### src/rtl/sqrt_iter.sv
// Multi-cycle integer square root: non-restoring digit recurrence, STEPS root bits per clock,
// with valid/ready handshakes on operand and result.
module sqrt_iter #(
    parameter int WIDTH = 32,
    parameter int STEPS = 1
) (
    input  logic               clk,
    input  logic               rst,
    input  logic               in_valid,
    output logic               in_ready,
    input  logic [WIDTH-1:0]   num,
    output logic               out_valid,
    input  logic               out_ready,
    output logic [WIDTH/2-1:0] root,
    output logic [WIDTH/2:0]   rem,
    output logic               busy
);

    localparam int RW    = WIDTH / 2;
    localparam int ITERS = RW / STEPS;
    localparam int CW    = (ITERS > 1) ? $clog2(ITERS) : 1;
    localparam logic [CW-1:0] LAST = CW'(ITERS - 1);

    typedef enum logic [1:0] {IDLE, BUSY, FIX, DONE} state_e;

    state_e          state_q;
    logic [WIDTH-1:0] a_q, a_d;
    logic [RW-1:0]    q_q, q_d;
    logic [RW+1:0]    r_q, r_d;   // two's-complement partial remainder
    logic [CW-1:0]    cnt_q;
    logic [RW-1:0]    root_q;
    logic [RW:0]      rem_q;
    logic [RW+1:0]    left_v, right_v, r_fixed;

    // NOTE: every variable written here gets a default first, so no path leaves it unassigned and no latch is inferred.
    always_comb begin
        a_d     = a_q;
        q_d     = q_q;
        r_d     = r_q;
        left_v  = '0;
        right_v = '0;
        for (int s = 0; s < STEPS; s++) begin
            right_v = {q_d, r_d[RW+1], 1'b1};
            left_v  = {r_d[RW-1:0], a_d[WIDTH-1 -: 2]};
            a_d     = a_d << 2;
            r_d     = r_d[RW+1] ? left_v + right_v : left_v - right_v;
            q_d     = {q_d[RW-2:0], ~r_d[RW+1]};
        end
    end

    // A negative final remainder is corrected by adding back 2q+1.
    assign r_fixed = r_q + {1'b0, q_q, 1'b1};

    // NOTE: sequential state uses non-blocking assignments so every register samples pre-edge values.
    always_ff @(posedge clk) begin
        if (rst) begin
            state_q <= IDLE;
            a_q     <= '0;
            q_q     <= '0;
            r_q     <= '0;
            cnt_q   <= '0;
            root_q  <= '0;
            rem_q   <= '0;
        end else begin
            case (state_q)
                IDLE: if (in_valid) begin
                    a_q     <= num;
                    q_q     <= '0;
                    r_q     <= '0;
                    cnt_q   <= '0;
                    state_q <= BUSY;
                end
                BUSY: begin
                    a_q   <= a_d;
                    q_q   <= q_d;
                    r_q   <= r_d;
                    cnt_q <= cnt_q + CW'(1);
                    if (cnt_q == LAST) state_q <= FIX;
                end
                FIX: begin
                    root_q  <= q_q;
                    rem_q   <= r_q[RW+1] ? r_fixed[RW:0] : r_q[RW:0];
                    state_q <= DONE;
                end
                DONE: if (out_ready) state_q <= IDLE;
                default: state_q <= IDLE;
            endcase
        end
    end

    assign in_ready  = (state_q == IDLE);
    assign out_valid = (state_q == DONE);
    assign busy      = (state_q == BUSY) || (state_q == FIX);
    assign root      = root_q;
    assign rem       = rem_q;

endmodule

### config.mk
export PLATFORM = sky130hd
export DESIGN_NAME = sqrt_iter
export DESIGN_NICKNAME = d
export VERILOG_FILES = /design/src/rtl/sqrt_iter.sv
export SDC_FILE = /design/constraint.sdc
export NUM_CORES = 1
export LEC_CHECK = 0
export CELL_PAD_IN_SITES_DETAIL_PLACEMENT = 0
export CELL_PAD_IN_SITES_GLOBAL_PLACEMENT = 1
export CORE_ASPECT_RATIO = 1.1
export CORE_MARGIN = 2
export CORE_UTILIZATION = 40
export CTS_CLUSTER_SIZE = 24
export DETAILED_ROUTE_END_ITERATION = 6
export PLACE_DENSITY = 0.83
export SLEW_MARGIN = 30
export SYNTH_ARGS = -nofsm -noshare
export SYNTH_HDL_FRONTEND = slang
export SYNTH_SLANG_ARGS = --single-unit
export TNS_END_PERCENT = 10
### constraint.sdc
create_clock -name clk -period 3.9 [get_ports clk]
set_input_delay 0.585 -clock clk [delete_from_list [all_inputs] [get_ports clk]]
set_output_delay 0.585 -clock clk [all_outputs]
set_load 0.01 [all_outputs]
==> results of run 1 <==
stage by stage:
stage / setup slack, ns / power, mW / hold slack, ns / instance area [um2] / util
3_5_place_dp: 1.02 / 5.54 / 0.469 / 6700 / 0.468
6_report: 0.989 / 6.44 / 0.477 / 7000 / 0.488
5_1_grt: 0.788 / 7.01 / 0.523 / 7000 / 0.488
2_1_floorplan: 0.940 / 4.65 / 0.470 / 5830 / -
4_1_cts: 0.989 / 6.47 / 0.483 / 7000 / 0.488
3_3_place_gp: 1.12 / 5.44 / 0.469 / 6700 / 0.468
metal layers:
metal / wire length [um] / vias up / GRT usage
met2: 6510 / 138 / 0.302
li1: - / 2535 / -
met3: 828 / 16 / 0.0412
met4: 244 / 0 / 0.0763
met5: 0 / - / 0
met1: 6580 / 2303 / 0.245
worst min-delay path, stage by stage, from the launching register on:
cell and delay [ns]:
dfxtp_1 0.31, nor2_1 0.08, nor3_1 0.04
report_power, final:
| group | switching [mW] | total, mW | internal, mW | leakage (nW) |
|---|---|---|---|---|
| combinational | 2.17 | 3.89 | 1.72 | 1.59 |
| sequential | 0.272 | 1.63 | 1.36 | 0.857 |
| clock | 0.459 | 0.911 | 0.453 | 0.147 |
| total | 2.90 | 6.44 | 3.54 | 2.59 |
cells in the final DEF (no fill, tap or decap), types with 9 or more instances in the layout:
cell type	synthesis	routed
a22oi_1	27	27
xnor2_1	33	33
ha_1	37	35
clkbuf_16	0	9
mux2i_1	58	58
inv_1	18	18
o21ai_0	29	28
nand2_1	27	27
a21oi_1	36	36
a211oi_1	40	40
clkdlybuf4s50_1	0	70
buf_4	0	9
dfxtp_1	105	104
nand3_1	9	9
nor2_1	123	123
kinds of logic after synthesis:
kind of cell | synth area share
AOI/OAI and AO/OA | 0.216
xor gates and xnor gates | 0.0586
adders and majority gates | 0.0828
buffers and inverters | 0.0386
DFF | 0.360
muxes | 0.0995
and+or+nand+nor | 0.145
state kept, by name (all words and copies together) (netlist names):
name / flops
q_q: 16
root: 16
r_q: 18
rem: 17
cnt_q: 4
a_q: 32
state_q: 2
worst min-delay path by stage:
stage	end	slack, ns
floorplan	r_q[13]$_SDFFE_PP0P_	0.47
global placement	rem[11]$_SDFFE_PP0P_	0.47
detailed placement	rem[8]$_SDFFE_PP0P_	0.47
CTS	rem[8]$_SDFFE_PP0P_	0.48
global route	rem[13]$_SDFFE_PP0P_	0.52
finish	rem[8]$_SDFFE_PP0P_	0.48
area by class of cell:
cell class                      instances  area, um2  share of cell area
Sequential cell                       105       2100               0.300
Timing Repair Buffer                   80        773               0.110
Clock inverter                          7       75.1              0.0107
Multi-Input combinational cell        515       3520               0.502
Tap cell                              192        240              0.0343
Inverter                               18       67.6             0.00965
Clock buffer                            9        225              0.0322
==> metrics.yaml, run 1 <==
clock_network:
  cts.clk_slew.worst_paths_ns: 0.07
  cts_buffers: 9
  clock_latency_ns: 0.36
  cts_num_sinks: 105
  ctsHtreeMaxLevel: 3
  clockBufferDepth: 2
  cts_resized: 0
  cts-root-buf: "clkbuf_16"
  cts_hold_buffers: 0
  postCtsSetupBuffers: 0
  cts_tree: "yes"
synthesis:
  synth_fp_nets: 753
  synth_edf_count: 0
  syn_avg_cell_area_um2: 8.59
  synth_top_area_frac: 0.360
  synth.most_common_cell: "nor2_1"
  synth_common_cells: "nor2_1, dfxtp_1, mux2i_1"
  ys_top_cells_by_area: "dfxtp_1, mux2i_1, ha_1, nor2_1, a211oi_1"
  yosys.area.top_type: "dfxtp_1"
  synth_ff_type: "dfxtp_1"
  ys_seq_area_frac: 0.360
  async_flop_share: 0
  syn_area_um2: 5830
  synth-seq-cells: 105
  synth_warnings: 0
  synthDistinctLibCells: 53
  syn_inst: 679
die:
  initial_core_util: 0.407
  rows: 46
  die_height_um: 131
  fp.coreArea_um2: 14300
  die_w_um: 119
  io_pins: 72
  die_area_um2: 15600
placement:
  dp.cells: 910
  io_buffers: 71
  dpl.hpwl_um: 10400
  gp_congestion: 0.891
worst_hold_path:
  hold_class: "reg2reg"
  hold_start: "rem[8]$_SDFFE_PP0P_"
  hold_path_depth: 2
critical_path:
  crit_fanout: 16
  critPathRequiredTime_ns: 4.15
  cpMostUsedCell: "a21oi_1"
  slowest_delay_ns: 0.61
  cp-startpoint: "r_q[17]$_SDFFE_PP0P_"
  r2r_end: "r_q[17]$_SDFFE_PP0P_"
  cp_top_family: "compound AO/OA/AOI/OAI gates"
  rr_worst_depth: 10
  cp_num_buf_inv: 1
  crit_type: "reg2reg"
  timing.rr.start: "r_q[17]$_SDFFE_PP0P_"
  critPathCapture: "r_q[17]$_SDFFE_PP0P_"
  end_kind: "flop"
  rrSetupSlack_ns: 0.99
  crit_chain: "buf_4, xnor2_1, ha_1, a21oi_1, o22ai_1, a21oi_1, o221ai_1, a21oi_1, xnor2_1, a22o_1"
  path_depth: 10
  cp_slowest_cell: "dfxtp_2"
  crit_arrival_ns: 3.16
  startpoint_type: "flop"
routing:
  wl_um: 14200
  dr.pass1.iters: 5
  post-route-drc-count: 0
  drtAntennaViolNets: 0
  post_drt_via_cell_ratio: 5.39
  drt_iter0_markers: 274
  vias: 4992
  wl_per_cell_um: 15.3
sta:
  rsz0062_at_grt: "no"
  fin_crit_ns: 2.91
  slew_headroom: 0.436
  hold_viol: 0
  fmax_mhz: 344
  worst_pin_slew_ns: 0.842
  slew_viol_final: 0
  fin_tns_setup_ns: 0
  setup_viol: 0
  fin_crit_sh: 0.746
  finalClockSkew_ns: 0.00700
grt:
  grt.overflow.total: 0
  grt.total_usage: 0.187
  antenna_found_initial: 0
  grt_start_max_net_pins: 61
  grt_pass1_vias: 4723
  grt_pass1_wl_um: 23500
layout:
  layout.nets: 803
  areaGrowthSynthToFinish_pct: 20.0
  layout.cells.non_filler: 926
  antenna_cells: 0
  drive_gt1_frac: 0.0504
  fillers: 1374
flow_run:
  drv_cap: 0
power_and_ir_drop:
  power-per-cell-area_nw_per_um2: 919
  peakVddDrop_v: 0.000521
  cellLeakagePower_nw: 2.59
outcome:
  status: "finished clean"
Power figures use the tool's default switching activity.
==> run 2: changes to the inputs <==
- clock period: 3.9 -> 2.9 ns (I/O delays scaled with it)
==> metrics.yaml, run 2 (synthesized netlist as in run 1, its figures left out) <==
outcome:
  status: "finished clean"  # unchanged
clock_network:
  cts_hold_buffers: 0  # unchanged
  clockBufferDepth: 2  # unchanged
  ctsHtreeMaxLevel: 3  # unchanged
  cts.clk_slew.worst_paths_ns: 0.08  # was 0.07 ns
  cts-root-buf: "clkbuf_16"  # unchanged
  clock_latency_ns: 0.36  # about the same
  cts_num_sinks: 105  # unchanged
  cts_buffers: 9  # unchanged
  cts_tree: "yes"  # unchanged
power_and_ir_drop:
  peakVddDrop_v: 0.000648  # was 0.000521 V
  p_clk_frac: 0.141  # was 0.142
  p_sw_mw: 3.90  # was 2.90 mW
  power-per-cell-area_nw_per_um2: 1230  # was 919 nW/um2
  total_power_mw: 8.68  # was 6.44 mW
  p_int_mw: 4.78  # was 3.54 mW
  share_comb_of_total_power: 0.608  # was 0.605
  cellLeakagePower_nw: 2.62  # was 2.59 nW
  p_sw_frac: 0.449  # was 0.451
  pwr-share-seq: 0.251  # was 0.254
routing:
  drt_iter0_markers: 235  # was 274
  drtAntennaViolNets: 0  # unchanged
  vias: 5010  # was 4992
  post_drt_via_cell_ratio: 5.38  # was 5.39
  dr.pass1.iters: 4  # was 5
  post-route-drc-count: 0  # unchanged
  wl_per_cell_um: 15.3  # about the same
  wl_um: 14300  # was 14200 um
critical_path:
  crit_fanout: 10  # was 16
  critPathRequiredTime_ns: 3.15  # was 4.15 ns
  crit_arrival_ns: 2.89  # was 3.16 ns
  startpoint_type: "flop"  # unchanged
  crit_type: "reg2reg"  # unchanged
  r2r_end: "r_q[17]$_SDFFE_PP0P_"  # unchanged
  timing.rr.start: "r_q[17]$_SDFFE_PP0P_"  # unchanged
  end_kind: "flop"  # unchanged
  rrSetupSlack_ns: 0.27  # was 0.99 ns
  rr_worst_depth: 10  # unchanged
grt:
  antenna_found_initial: 0  # unchanged
  grt.overflow.total: 0  # unchanged
  grt_pass1_wl_um: 23300  # was 23500 um
  grt_start_max_net_pins: 62  # was 61
  grt_pass1_vias: 4704  # was 4723
  grt.total_usage: 0.187  # about the same
sta:
  slew_viol_final: 0  # unchanged
  finalClockSkew_ns: 0.0108  # was 0.00700 ns
  setup_viol: 0  # unchanged
  fin_crit_ns: 2.63  # was 2.91 ns
  rsz0062_at_grt: "no"  # unchanged
  slew_headroom: 0.446  # was 0.436
  fin_tns_setup_ns: 0  # unchanged
  setup_ws_ns: 0.266  # was 0.989 ns
  hold_slack_ns: 0.428  # was 0.477 ns
  fin_crit_sh: 0.908  # was 0.746
  worst_pin_slew_ns: 0.828  # was 0.842 ns
  hold_viol: 0  # unchanged
  fmax_mhz: 380  # was 344 MHz
layout:
  layout.nets: 808  # was 803
  drive_gt1_frac: 0.0568  # was 0.0504
  antenna_cells: 0  # unchanged
  layout.cells.non_filler: 931  # was 926
  fin_util: 0.491  # was 0.488
  mostFrequentLayoutCell: "nor2_1"  # unchanged
  fillers: 1357  # was 1374
  largest_register_ffs: 32  # unchanged
  final_cell_mix: "nor2_1, dfxtp_1, clkdlybuf4s50_1"  # unchanged
  top_register: "a_q"  # unchanged
  areaGrowthSynthToFinish_pct: 20.7  # was 20.0%
  final_area_um2: 7040  # was 7000 um2
die:
  io_pins: 72  # unchanged
  die_area_um2: 15600  # unchanged
  rows: 46  # unchanged
  fp.coreArea_um2: 14300  # unchanged
  die_w_um: 119  # unchanged
  die_height_um: 131  # unchanged
  initial_core_util: 0.407  # unchanged
worst_hold_path:
  hold_path_depth: 2  # unchanged
  hold_class: "in2reg"  # was reg2reg
  worstHoldEndpoint: "root[0]$_SDFFE_PP0P_"  # was rem[8]$_SDFFE_PP0P_
  hold_start: "rst"  # was rem[8]$_SDFFE_PP0P_
placement:
  dpl.hpwl_um: 10400  # about the same
  io_buffers: 71  # unchanged
  gp_congestion: 0.895  # was 0.891
  detailedPlace.worstSlack_ns: 0.210  # was 1.02 ns
  dp.cells: 915  # was 910
  place_area_um2: 6740  # was 6700 um2
flow_run:
  drv_cap: 0  # unchanged
## run 2: cell count changes in the layout (fill, tap and decap cells not counted)
cell	before	now
inv_8	1	3
dfxtp_2	1	0
clkinv_4	2	1
dfxtp_4	0	1
clkinv_8	2	1
buf_4	9	14
## run 2: layout make-up
cell class | count | area, um2 | share of cell area
Clock inverter | 7 | 72.6 | 0.0103
Tap cell | 192 | 240 | 0.0341
Multi-Input combinational cell | 515 | 3520 | 0.500
Sequential cell | 105 | 2110 | 0.299
Timing Repair Buffer | 85 | 811 | 0.115
Inverter | 18 | 67.6 | 0.00960
Clock buffer | 9 | 225 | 0.0320
## run 2: how the worst max path moves through the flow
stage                               from                    to  slack (ns)  cells past startpoint
floorplan           r_q[17]$_SDFFE_PP0P_  r_q[16]$_SDFFE_PP0P_        0.08                     12
CTS                 r_q[17]$_SDFFE_PP0P_  r_q[17]$_SDFFE_PP0P_        0.21                     10
global route        r_q[17]$_SDFFE_PP0P_   q_q[0]$_SDFFE_PP0P_        0.03                     10
finish              r_q[17]$_SDFFE_PP0P_  r_q[17]$_SDFFE_PP0P_        0.27                     10
global placement    r_q[17]$_SDFFE_PP0P_  r_q[17]$_SDFFE_PP0P_        0.36                     10
detailed placement  r_q[17]$_SDFFE_PP0P_  r_q[17]$_SDFFE_PP0P_        0.21                     10
## run 2: power by group through the flow
stage	logic, mW	registers (mW)	clock network [mW]
detailed placement	5.24	2.21	0
global placement	5.17	2.19	0
global route	5.87	2.24	1.33
finish	5.27	2.18	1.23
CTS	5.27	2.18	1.27
floorplan	4.16	2.10	0
## run 2: critical path, stage by stage, from the launching register on
cell and delay, ns:
dfxtp_4 0.44, buf_4 0.23, xnor2_1 0.18, ha_1 0.33
a21oi_1 0.28, o22ai_1 0.12, a21oi_1 0.27, o221ai_1 0.17
a21oi_1 0.19, xnor2_1 0.11, a22o_1 0.20
## run 2: metal layers
metal	routed length (um)	GRT usage	up-vias
li1	-	-	2547
met1	6780	0.248	2350
met2	6540	0.306	102
met3	795	0.0477	11
met4	157	0.0525	0
met5	0	0	-
## run 2: timing repair
action,in CTS,in global routing
buffers inserted,0,0
resized for setup,0,1
endpoints found under the setup margin,0,2
